File: src/rtl/tl_d_pkg.sv
// Shared TileLink D-channel definitions: opcodes, arbiter states and beat-count helpers.
package tl_d_pkg;

    localparam int unsigned TL_OPCODE_W = 3;
    localparam int unsigned TL_PARAM_W  = 2;

    typedef enum logic [TL_OPCODE_W-1:0] {
        TL_D_ACCESS_ACK      = 3'd0,
        TL_D_ACCESS_ACK_DATA = 3'd1,
        TL_D_HINT_ACK        = 3'd2,
        TL_D_GRANT           = 3'd4,
        TL_D_GRANT_DATA      = 3'd5,
        TL_D_RELEASE_ACK     = 3'd6
    } tl_d_opcode_e;

    typedef enum logic [1:0] {
        ST_IDLE  = 2'd0,
        ST_HOLD  = 2'd1,
        ST_BURST = 2'd2
    } arb_state_e;

    function automatic logic has_data(input logic [TL_OPCODE_W-1:0] opcode);
        return (opcode == TL_OPCODE_W'(TL_D_ACCESS_ACK_DATA)) ||
               (opcode == TL_OPCODE_W'(TL_D_GRANT_DATA));
    endfunction

    // Beats in a message: data responses span 2^size bytes, at least one beat.
    function automatic int unsigned num_beats(input logic [TL_OPCODE_W-1:0] opcode,
                                              input logic [7:0]             size,
                                              input int unsigned            beat_bytes);
        int unsigned bytes;
        int unsigned beats;
        bytes = 32'd1 << size;
        beats = (beat_bytes == 0) ? 32'd1 : bytes / beat_bytes;
        if (!has_data(opcode) || beats == 0) begin
            beats = 32'd1;
        end
        return beats;
    endfunction

endpackage

File: src/rtl/tl_rr_pick.sv
// Combinational round-robin pick: first valid requester at or after ptr, wrapping mod N.
module tl_rr_pick #(
    parameter int unsigned N = 4,
    localparam int unsigned PTR_W = (N > 1) ? $clog2(N) : 1
) (
    input  logic [N-1:0]     valid,
    input  logic [PTR_W-1:0] ptr,
    output logic [N-1:0]     grant_c,
    output logic [PTR_W-1:0] idx_c,
    output logic             any_c
);

    logic [PTR_W-1:0] cand;
    logic             found;

    always_comb begin
        grant_c = '0;
        idx_c   = '0;
        found   = 1'b0;
        cand    = '0;
        for (int unsigned k = 0; k < N; k++) begin
            cand = PTR_W'((32'(ptr) + k) % N);
            if (!found && valid[cand]) begin
                found          = 1'b1;
                grant_c[cand]  = 1'b1;
                idx_c          = cand;
            end
        end
        any_c = found;
    end

endmodule

File: src/rtl/tl_d_channel_arbiter.sv
// Round-robin merge of N_IN TileLink D channels onto one, keeping multi-beat data
// responses atomic and the grant stable while a beat is stalled.
module tl_d_channel_arbiter
    import tl_d_pkg::*;
#(
    parameter int unsigned N_IN       = 4,
    parameter int unsigned BEAT_BYTES = 4,
    parameter int unsigned SIZE_W     = 3,
    parameter int unsigned SOURCE_W   = 4,
    parameter int unsigned SINK_W     = 1,
    parameter int unsigned USER_W     = 1,
    localparam int unsigned DATA_W    = 8 * BEAT_BYTES
) (
    input  logic                         clock,
    input  logic                         reset_n,

    input  logic [N_IN-1:0]              in_valid,
    output logic [N_IN-1:0]              in_ready,
    input  logic [N_IN*TL_OPCODE_W-1:0]  in_opcode,
    input  logic [N_IN*TL_PARAM_W-1:0]   in_param,
    input  logic [N_IN*SIZE_W-1:0]       in_size,
    input  logic [N_IN*SOURCE_W-1:0]     in_source,
    input  logic [N_IN*SINK_W-1:0]       in_sink,
    input  logic [N_IN-1:0]              in_denied,
    input  logic [N_IN-1:0]              in_corrupt,
    input  logic [N_IN*DATA_W-1:0]       in_data,
    input  logic [N_IN*USER_W-1:0]       in_user,

    output logic                         out_valid,
    input  logic                         out_ready,
    output logic [TL_OPCODE_W-1:0]       out_opcode,
    output logic [TL_PARAM_W-1:0]        out_param,
    output logic [SIZE_W-1:0]            out_size,
    output logic [SOURCE_W-1:0]          out_source,
    output logic [SINK_W-1:0]            out_sink,
    output logic                         out_denied,
    output logic [DATA_W-1:0]            out_data,
    output logic                         out_corrupt,
    output logic [USER_W-1:0]            out_user,
    output logic [N_IN-1:0]              out_grant
);

    localparam int unsigned PTR_W = (N_IN > 1) ? $clog2(N_IN) : 1;
    localparam int unsigned BL_W  = SIZE_W + 1;

    arb_state_e        state_q, state_d;
    logic [PTR_W-1:0]  rr_ptr_q, rr_ptr_d;
    logic [BL_W-1:0]   beats_left_q, beats_left_d;
    logic [PTR_W-1:0]  owner_q, owner_d;

    logic [N_IN-1:0]   pick_grant;
    logic [PTR_W-1:0]  pick_idx;
    logic              pick_any;

    logic [PTR_W-1:0]       sel_idx;
    logic                   sel_valid;
    logic                   fire;
    logic [BL_W-1:0]        sel_beats;
    logic [PTR_W-1:0]       ptr_after_sel;
    logic [TL_OPCODE_W-1:0] sel_opcode;
    logic [TL_PARAM_W-1:0]  sel_param;
    logic [SIZE_W-1:0]      sel_size;
    logic [SOURCE_W-1:0]    sel_source;
    logic [SINK_W-1:0]      sel_sink;
    logic                   sel_denied;
    logic                   sel_corrupt;
    logic [DATA_W-1:0]      sel_data;
    logic [USER_W-1:0]      sel_user;

    tl_rr_pick #(
        .N (N_IN)
    ) u_pick (
        .valid   (in_valid),
        .ptr     (rr_ptr_q),
        .grant_c (pick_grant),
        .idx_c   (pick_idx),
        .any_c   (pick_any)
    );

    // Only IDLE arbitrates; HOLD and BURST stay locked on the recorded owner.
    always_comb begin
        sel_idx       = (state_q == ST_IDLE) ? pick_idx : owner_q;
        sel_valid     = (state_q == ST_IDLE) ? pick_any : in_valid[owner_q];
        fire          = reset_n && sel_valid && out_ready;
        ptr_after_sel = (sel_idx == PTR_W'(N_IN - 1)) ? '0 : sel_idx + PTR_W'(1);
    end

    always_comb begin
        sel_opcode  = '0;
        sel_param   = '0;
        sel_size    = '0;
        sel_source  = '0;
        sel_sink    = '0;
        sel_denied  = 1'b0;
        sel_corrupt = 1'b0;
        sel_data    = '0;
        sel_user    = '0;
        for (int unsigned i = 0; i < N_IN; i++) begin
            if (PTR_W'(i) == sel_idx) begin
                sel_opcode  = in_opcode[TL_OPCODE_W*i +: TL_OPCODE_W];
                sel_param   = in_param[TL_PARAM_W*i +: TL_PARAM_W];
                sel_size    = in_size[SIZE_W*i +: SIZE_W];
                sel_source  = in_source[SOURCE_W*i +: SOURCE_W];
                sel_sink    = in_sink[SINK_W*i +: SINK_W];
                sel_denied  = in_denied[i];
                sel_corrupt = in_corrupt[i];
                sel_data    = in_data[DATA_W*i +: DATA_W];
                sel_user    = in_user[USER_W*i +: USER_W];
            end
        end
        sel_beats = BL_W'(num_beats(sel_opcode, 8'(sel_size), BEAT_BYTES));
    end

    // Outputs are forced to zero while reset_n is low and when nothing is offered.
    always_comb begin
        out_valid   = reset_n && sel_valid;
        out_opcode  = out_valid ? sel_opcode  : '0;
        out_param   = out_valid ? sel_param   : '0;
        out_size    = out_valid ? sel_size    : '0;
        out_source  = out_valid ? sel_source  : '0;
        out_sink    = out_valid ? sel_sink    : '0;
        out_denied  = out_valid ? sel_denied  : 1'b0;
        out_corrupt = out_valid ? sel_corrupt : 1'b0;
        out_data    = out_valid ? sel_data    : '0;
        out_user    = out_valid ? sel_user    : '0;
        in_ready    = fire ? (N_IN'(1) << sel_idx) : '0;
        if (!reset_n) begin
            out_grant = '0;
        end else if (state_q == ST_IDLE) begin
            out_grant = pick_grant;
        end else begin
            out_grant = N_IN'(1) << owner_q;
        end
    end

    always_comb begin
        state_d      = state_q;
        rr_ptr_d     = rr_ptr_q;
        beats_left_d = beats_left_q;
        owner_d      = owner_q;
        case (state_q)
            ST_IDLE, ST_HOLD: begin
                if (fire) begin
                    if (sel_beats > BL_W'(1)) begin
                        state_d      = ST_BURST;
                        beats_left_d = sel_beats - BL_W'(1);
                        owner_d      = sel_idx;
                    end else begin
                        state_d  = ST_IDLE;
                        rr_ptr_d = ptr_after_sel;
                    end
                end else if (state_q == ST_IDLE && sel_valid) begin
                    state_d = ST_HOLD;
                    owner_d = sel_idx;
                end
            end
            ST_BURST: begin
                if (fire) begin
                    beats_left_d = beats_left_q - BL_W'(1);
                    if (beats_left_q == BL_W'(1)) begin
                        state_d  = ST_IDLE;
                        rr_ptr_d = ptr_after_sel;
                    end
                end
            end
            default: state_d = ST_IDLE;
        endcase
    end

    always_ff @(posedge clock) begin
        if (!reset_n) begin
            state_q      <= ST_IDLE;
            rr_ptr_q     <= '0;
            beats_left_q <= '0;
            owner_q      <= '0;
        end else begin
            state_q      <= state_d;
            rr_ptr_q     <= rr_ptr_d;
            beats_left_q <= beats_left_d;
            owner_q      <= owner_d;
        end
    end

endmodule

File: config.mk
export PLATFORM = sky130hd
export DESIGN_NAME = tl_d_channel_arbiter
export DESIGN_NICKNAME = d
export VERILOG_FILES = /design/src/rtl/tl_d_pkg.sv /design/src/rtl/tl_rr_pick.sv /design/src/rtl/tl_d_channel_arbiter.sv
export SDC_FILE = /design/constraint.sdc
export NUM_CORES = 1
export LEC_CHECK = 0
export CORE_AREA = 2 2 100 102
export CTS_BUF_LIST = sky130_fd_sc_hd__clkbuf_16
export CTS_CLUSTER_DIAMETER = 30
export DETAILED_ROUTE_END_ITERATION = 12
export DIE_AREA = 0 0 102 104
export DONT_BUFFER_PORTS = 1
export GPL_TIMING_DRIVEN = 0
export MAX_ROUTING_LAYER = met4
export PLACE_DENSITY_LB_ADDON = 0.1
export SLEW_MARGIN = 5
export SYNTH_ARGS = -nofsm -noshare
export SYNTH_HDL_FRONTEND = slang
export SYNTH_HIERARCHICAL = 1
export SYNTH_SLANG_ARGS = --single-unit
File: constraint.sdc
create_clock -name clock -period 5.45 [get_ports clock]
set_clock_uncertainty 0.1 [all_clocks]
set_input_delay 0.545 -clock clock [delete_from_list [all_inputs] [get_ports clock]]
set_output_delay 0.545 -clock clock [all_outputs]
set_load 0.02 [all_outputs]
; Word-level counts from Yosys, hierarchy flattened
; Cells that the tools add are included.
[totals]
reg_bits = 10
out_inout_bits = 57
wordCells = 168
inputBits = 199
[op_classes]
shifts = 3
bitwise = 3
mux = 100
addsub = 6
order_cmp = 10
reduce_logical = 26
eq_ne = 16
[op_table]
columns = cell, count
row1 = $mux 32, 5
row2 = $mux 4, 16
row3 = $mux 2, 23
row4 = $mux 1, 34
row5 = $logic_not 32->1, 1
row6 = $shl 1x3->32 const A, 1
row7 = $mux 3, 10
row8 = $lt 2x3->1 const B, 5
row9 = $or 4x4->4, 3
row10 = $bmux 1 s2, 5
row11 = $logic_and 1x1->1, 10
row12 = $ne 2x2->1 const B, 5
row13 = $demux 1 s2, 4
row14 = $ge 2x1->1 const B, 4
row15 = $pmux 2 s2, 2
row16 = $pmux 4 s2, 1
row17 = $shl 1x2->4 const A, 2
row18 = $sub 4x1->4 const B, 2
row19 = $reduce_and 3->1, 2
row20 = $reduce_and 5->1, 1
row21 = $add 2x1->2 const B, 2
row22 = $add 2x2->2 const B, 2
row23 = $eq 2x2->1 const A, 2
row24 = $eq 2x2->1 const B, 2
row25 = 14 further kinds, 20

; Logic depth before layout (Yosys ltp)
[logic_depth]
depth_word = 27
mapped_depth = 23
mapped_depth_nobuf = 19

; By module
; The synthesis kept the hierarchy.
[by_module_without_submodules]
columns = mod, instances, seq_area_each_um2, cells_each, area_per_inst_um2
row1 = tl_d_channel_arbiter, 1, 200.2, 499, 2730.1
row2 = tl_rr_pick, 1, 0.0, 45, 419.2

; Least setup slack after synthesis
; No wires, ideal clock.
[synth_path]
path_kind = register -> register
startpoint = register rr_ptr_q[0]
endpoint = register beats_left_q[1]
setup_slack_ns = 0.782
path_stages_with_launch = 24
t_required_ns = 5.280
arrival_time_ns = 4.498
path_cell_list = dfxtp_1 buf_6 inv_1 ha_1 mux4_2 buf_6 nor4b_4 nor2_1 a32o_1 mux2_2 inv_1 ha_1 clkbuf_2 buf_2 a211oi_1 a211oi_2 nand3_1 a21oi_1 inv_1 ha_1 nor2_1 a211oi_1 or3_1 a21oi_1
[synth_between]
elab_chain_cells = 27
elab_cells_between_ends = 58
classes_between = 4 x add/sub / 1 x order compare / 8 x eq/ne / 1 x shift / 30 x mux / 14 x reduce/logical
[synth_lines]
columns = element, line
row1 = start: declaration, tl_d_channel_arbiter.sv:47  ; logic [PTR_W-1:0] rr_ptr_q, rr_ptr_d;
row2 = start signal: assignment, tl_d_channel_arbiter.sv:178  ; rr_ptr_q <= rr_ptr_d;
row3 = "parallel branches: the longest is 11 deep, another holds $add 2x1->2", -
row4 = $mux 2 (*), tl_rr_pick.sv:23  ; if (!found && valid[cand]) begin
row5 = via pick_idx[1], tl_d_channel_arbiter.sv:52  ; logic [PTR_W-1:0] pick_idx;
row6 = $mux 2 (*), tl_d_channel_arbiter.sv:82  ; sel_idx = (state_q == ST_IDLE) ? pick_idx : owner_q;
row7 = via sel_idx[1], tl_d_channel_arbiter.sv:55  ; logic [PTR_W-1:0] sel_idx;
row8 = "parallel branches: the longest is 9 deep, another holds $shl 1x3->32", -
row9 = $mux 4 (*), tl_d_pkg.sv:35  ; if (!has_data(opcode) || beats == 0) begin
row10 = $sub 4x1->4, tl_d_channel_arbiter.sv:146  ; beats_left_d = sel_beats - BL_W'(1);
row11 = $mux 4, tl_d_channel_arbiter.sv:144  ; if (sel_beats > BL_W'(1)) begin
row12 = $mux 4, tl_d_channel_arbiter.sv:143  ; if (fire) begin
row13 = $pmux 4 s2, tl_d_channel_arbiter.sv:141  ; case (state_q)
row14 = end signal: assignment, tl_d_channel_arbiter.sv:179  ; beats_left_q <= beats_left_d;
row15 = end: declaration, tl_d_channel_arbiter.sv:48  ; logic [BL_W-1:0] beats_left_q, beats_left_d;
; Mark *: on every way through the listed nets, which the timed path passes. The select of a mux whose other input is x is not followed.
; A chain may end at the register's enable or synchronous reset.

; Final worst setup path
[layout_path]
startpoint = register rr_ptr_q[0]
endpoint = output port out_data[28]
[layout_between]
elab_chain_cells = 19
elab_cells_between_ends = 37
classes_between = 3 x add/sub / 3 x eq/ne / 23 x mux / 8 x reduce/logical
[layout_lines]
columns = element, line
row1 = "parallel branches: the longest is 11 deep, another holds $add 2x1->2", -
row2 = $mux 2 (*), tl_rr_pick.sv:23
row3 = via pick_idx[1], tl_d_channel_arbiter.sv:52
row4 = $mux 2 (*), tl_d_channel_arbiter.sv:82
row5 = via sel_idx[1], tl_d_channel_arbiter.sv:55
row6 = $logic_not 2->1, tl_d_channel_arbiter.sv:99  ; if (PTR_W'(i) == sel_idx) begin
row7 = $mux 32 (3 in a row), tl_d_channel_arbiter.sv:99
row8 = $mux 32 (*), tl_d_channel_arbiter.sv:99
row9 = $mux 32 (*), tl_d_channel_arbiter.sv:124  ; out_data = out_valid ? sel_data : '0;
row10 = end: declaration, tl_d_channel_arbiter.sv:37  ; output logic [DATA_W-1:0] out_data,
; Marks and branches as above.

==> reports/metrics.cfg <==
[yosys]
yosys-top-cells-count = a21oi_1 (139), nor2_1 (109), nand2_1 (72)
synthArstFlopShare_pct = 0
synth_top_area_share_pct = 22.1
yosys_register_bits = 10
ys_types = 51
syn_nets = 756
seq_area_frac_synth_pct = 6.36
yosysTopAreaCell = a21oi_1
syn_avg_cell_area_um2 = 5.79
synth_most_common_cell = a21oi_1
synth-edff-count = 0
netlist_instances = 544
ys.flop_type = dfxtp_1
synth_area_leaders = a21oi_1 (22%), nor2_1 (13%), nand3b_1 (11%)
synth_area_mm2 = 0.00315
synth.yosys.warnings = 6

[floorplanning]
start_util_pct = 33.0
num_rows = 36
die_x_um = 102
die_area_mm2 = 0.0106
top_level_ports = 256
core_area_mm2 = 0.00955
dieHeight_um = 104

[cts]
path_clk_slew_ns = 0.04
clk_path_buf_depth = 2
clk_latency_ns = 0.24
clock-root-buffer = clkbuf_16
htreeDepth = 1
cts_sinks = 10
cts_buffers = 3
cts_tree = done

[timing]
worst_pin_slew_ns = 0.641
maxSlewHeadroom_pct = 56.9
hold_viol = 0
rsz0062_at_grt = true
fmax_ghz = 0.192
setup_viol = 0
finalCriticalPeriod_ns = 5.21
final_max_slew_viol_count = 0
period_share_pct = 95.7

[worst_setup_path]
cp_slowest_cell = dfxtp_2
cp_max_fo = 10
reg2reg_slack_ns = 0.34
critPathBufInv = 8
critical_path_required_ns = 4.81
cp_data_arrival_time_ns = 4.57
end_kind = primary output
max_stage_delay_ns = 0.38
critPathLaunchType = flop
path_class = reg -> out
cpLargestDelayFamily = buffers and inverters
crit_chain = buf_6 -> inv_1 -> ha_1 -> mux4_2 -> buf_6 -> nor4b_4 -> nor2_1 -> a32o_1 -> mux2_2 -> inv_1 -> ha_1 -> clkbuf_2 -> clkbuf_4 -> clkbuf_2 -> buf_2 -> nand2_1 -> a21oi_1 -> a21oi_1 -> nor2_1 -> a21oi_1 -> nor2_1

[place]
dp_hpwl_um = 10500
placed_cell_area_mm2 = 0.00332
io_buffers = 0
place_congestion = 0.848

[power_and_ir_drop]
p_switching_mw = 2.05
netSwitchingFraction_pct = 62.6
clock_power_share_pct = 4.0
p_seq_share_pct = 4.0
pwr-share-comb_pct = 92.1
p_leak_nw = 1.25
power_density_mw_per_mm2 = 939
p_int_mw = 1.23
ir_drop_mv = 0.375

[routing]
ant_nets = 0
drc_errors = 0
wl_per_cell_um = 19.0
routed_wl_um = 13000
vias = 4003
drtIter0Drc = 293
drt-pass1-iter-count = 5
via_per_inst = 5.86

[global_route]
grt_pass1_vias = 3796
antenna_found_initial = 0
grt_max_degree = 11
grtUsageTotal_pct = 23.2
grt_pass1_wl_um = 19500
overflow = 0

[job]
drv_cap = 0

[cells_and_area]
antenna_cells = 0
final_nets = 764
utilization_pct = 36.6
area_growth_pct = 11.0
fin_area_mm2 = 0.00350
drive_gt1_share_pct = 11.6

[outcome]
status = complete, no violations

[worst_hold_path]
hold_class = in -> reg

[routing by layer]
layer	GRT usage, %	vias up	share of wire, %
li1	-	1927	-
met1	29.4	1870	42
met2	39.2	186	49
met3	2.76	20	6.9
met4	5.52	0	1.9
met5	-	-	0
[worst paths after layout]
kind	start	endpoint	depth (start not counted)
setup / recovery	rr_ptr_q[0]	out_data[28]	21
hold / removal	out_ready	state_q[0]	1
setup reg to reg	rr_ptr_q[0]	beats_left_q[1]	22
hold reg to reg	beats_left_q[1]	beats_left_q[1]	2
[stage by stage]
| stage | hold slack (ns) | TNS (ns) | instances | setup WS, ns | power [mW] |
|---|---|---|---|---|---|
| floorplan | 0.362 | 0 | 544 | 0.782 | 2.42 |
| global placement | 0.383 | -0.0630 | 677 | -0.0428 | 2.97 |
| detailed placement | 0.393 | -0.417 | 677 | -0.111 | 3.00 |
| CTS | 0.324 | 0 | 680 | 0.00111 | 3.17 |
| global route | 0.356 | -0.0521 | 683 | -0.0295 | 3.63 |
| finish | 0.329 | 0 | 683 | 0.236 | 3.28 |
[what timing repair did]
action,CTS,global route
pin swaps,0,4
cloned,0,0
setup endpoints to repair,33,52
hold buffers,0,0
gates resized for setup,9,29
buffers inserted,0,3
[sequential cells by signal, summed over array words and instances, names as in the netlist]
| signal | count |
|---|---|
| rr_ptr_q | 2 |
| beats_left_q | 4 |
| owner_q | 2 |
| state_q | 2 |
[cells in the final DEF, fill, tap and decap left out, types with 5 or more instances in the layout]
cell	n
a21oi_1	138
a22oi_1	8
and3_1	5
buf_1	9
buf_4	5
clkbuf_1	24
dfxtp_1	8
ha_1	12
inv_1	14
nand2_1	72
nand3b_1	45
nor2_1	88
nor2_2	23
nor3_1	8
o21ai_0	11
[final cells by class]
| type | instances | area (um^2) |
|---|---|---|
| sequential | 10 | 203 |
| timing repair buffer | 3 | 22.5 |
| clock buffer | 3 | 75.1 |
| inverter | 14 | 52.6 |
| multi-input combinational | 473 | 2750 |
| tap | 133 | 166 |
| fill | 1122 | 6050 |
| buffer | 47 | 225 |
[cells by family after synthesis]
family	share of synthesized area (%)
AOI/OAI and AO/OA	34.2
DFF	6.36
and+or+nand+nor	39.1
xor gates and xnor gates	0.278
muxes	6.48
buffers and inverters	8.38
adders and majority gates	5.17
[power by group through the flow]
| stage | registers, mW | logic, mW | clock network, mW |
|---|---|---|---|
| finish | 0.130 | 3.02 | 0.130 |
| detailed placement | 0.131 | 2.87 | 0 |
| CTS | 0.130 | 2.91 | 0.131 |
| global placement | 0.131 | 2.84 | 0 |
| floorplan | 0.120 | 2.30 | 0 |
| global route | 0.136 | 3.36 | 0.136 |
(Power assumes the default switching activity.)
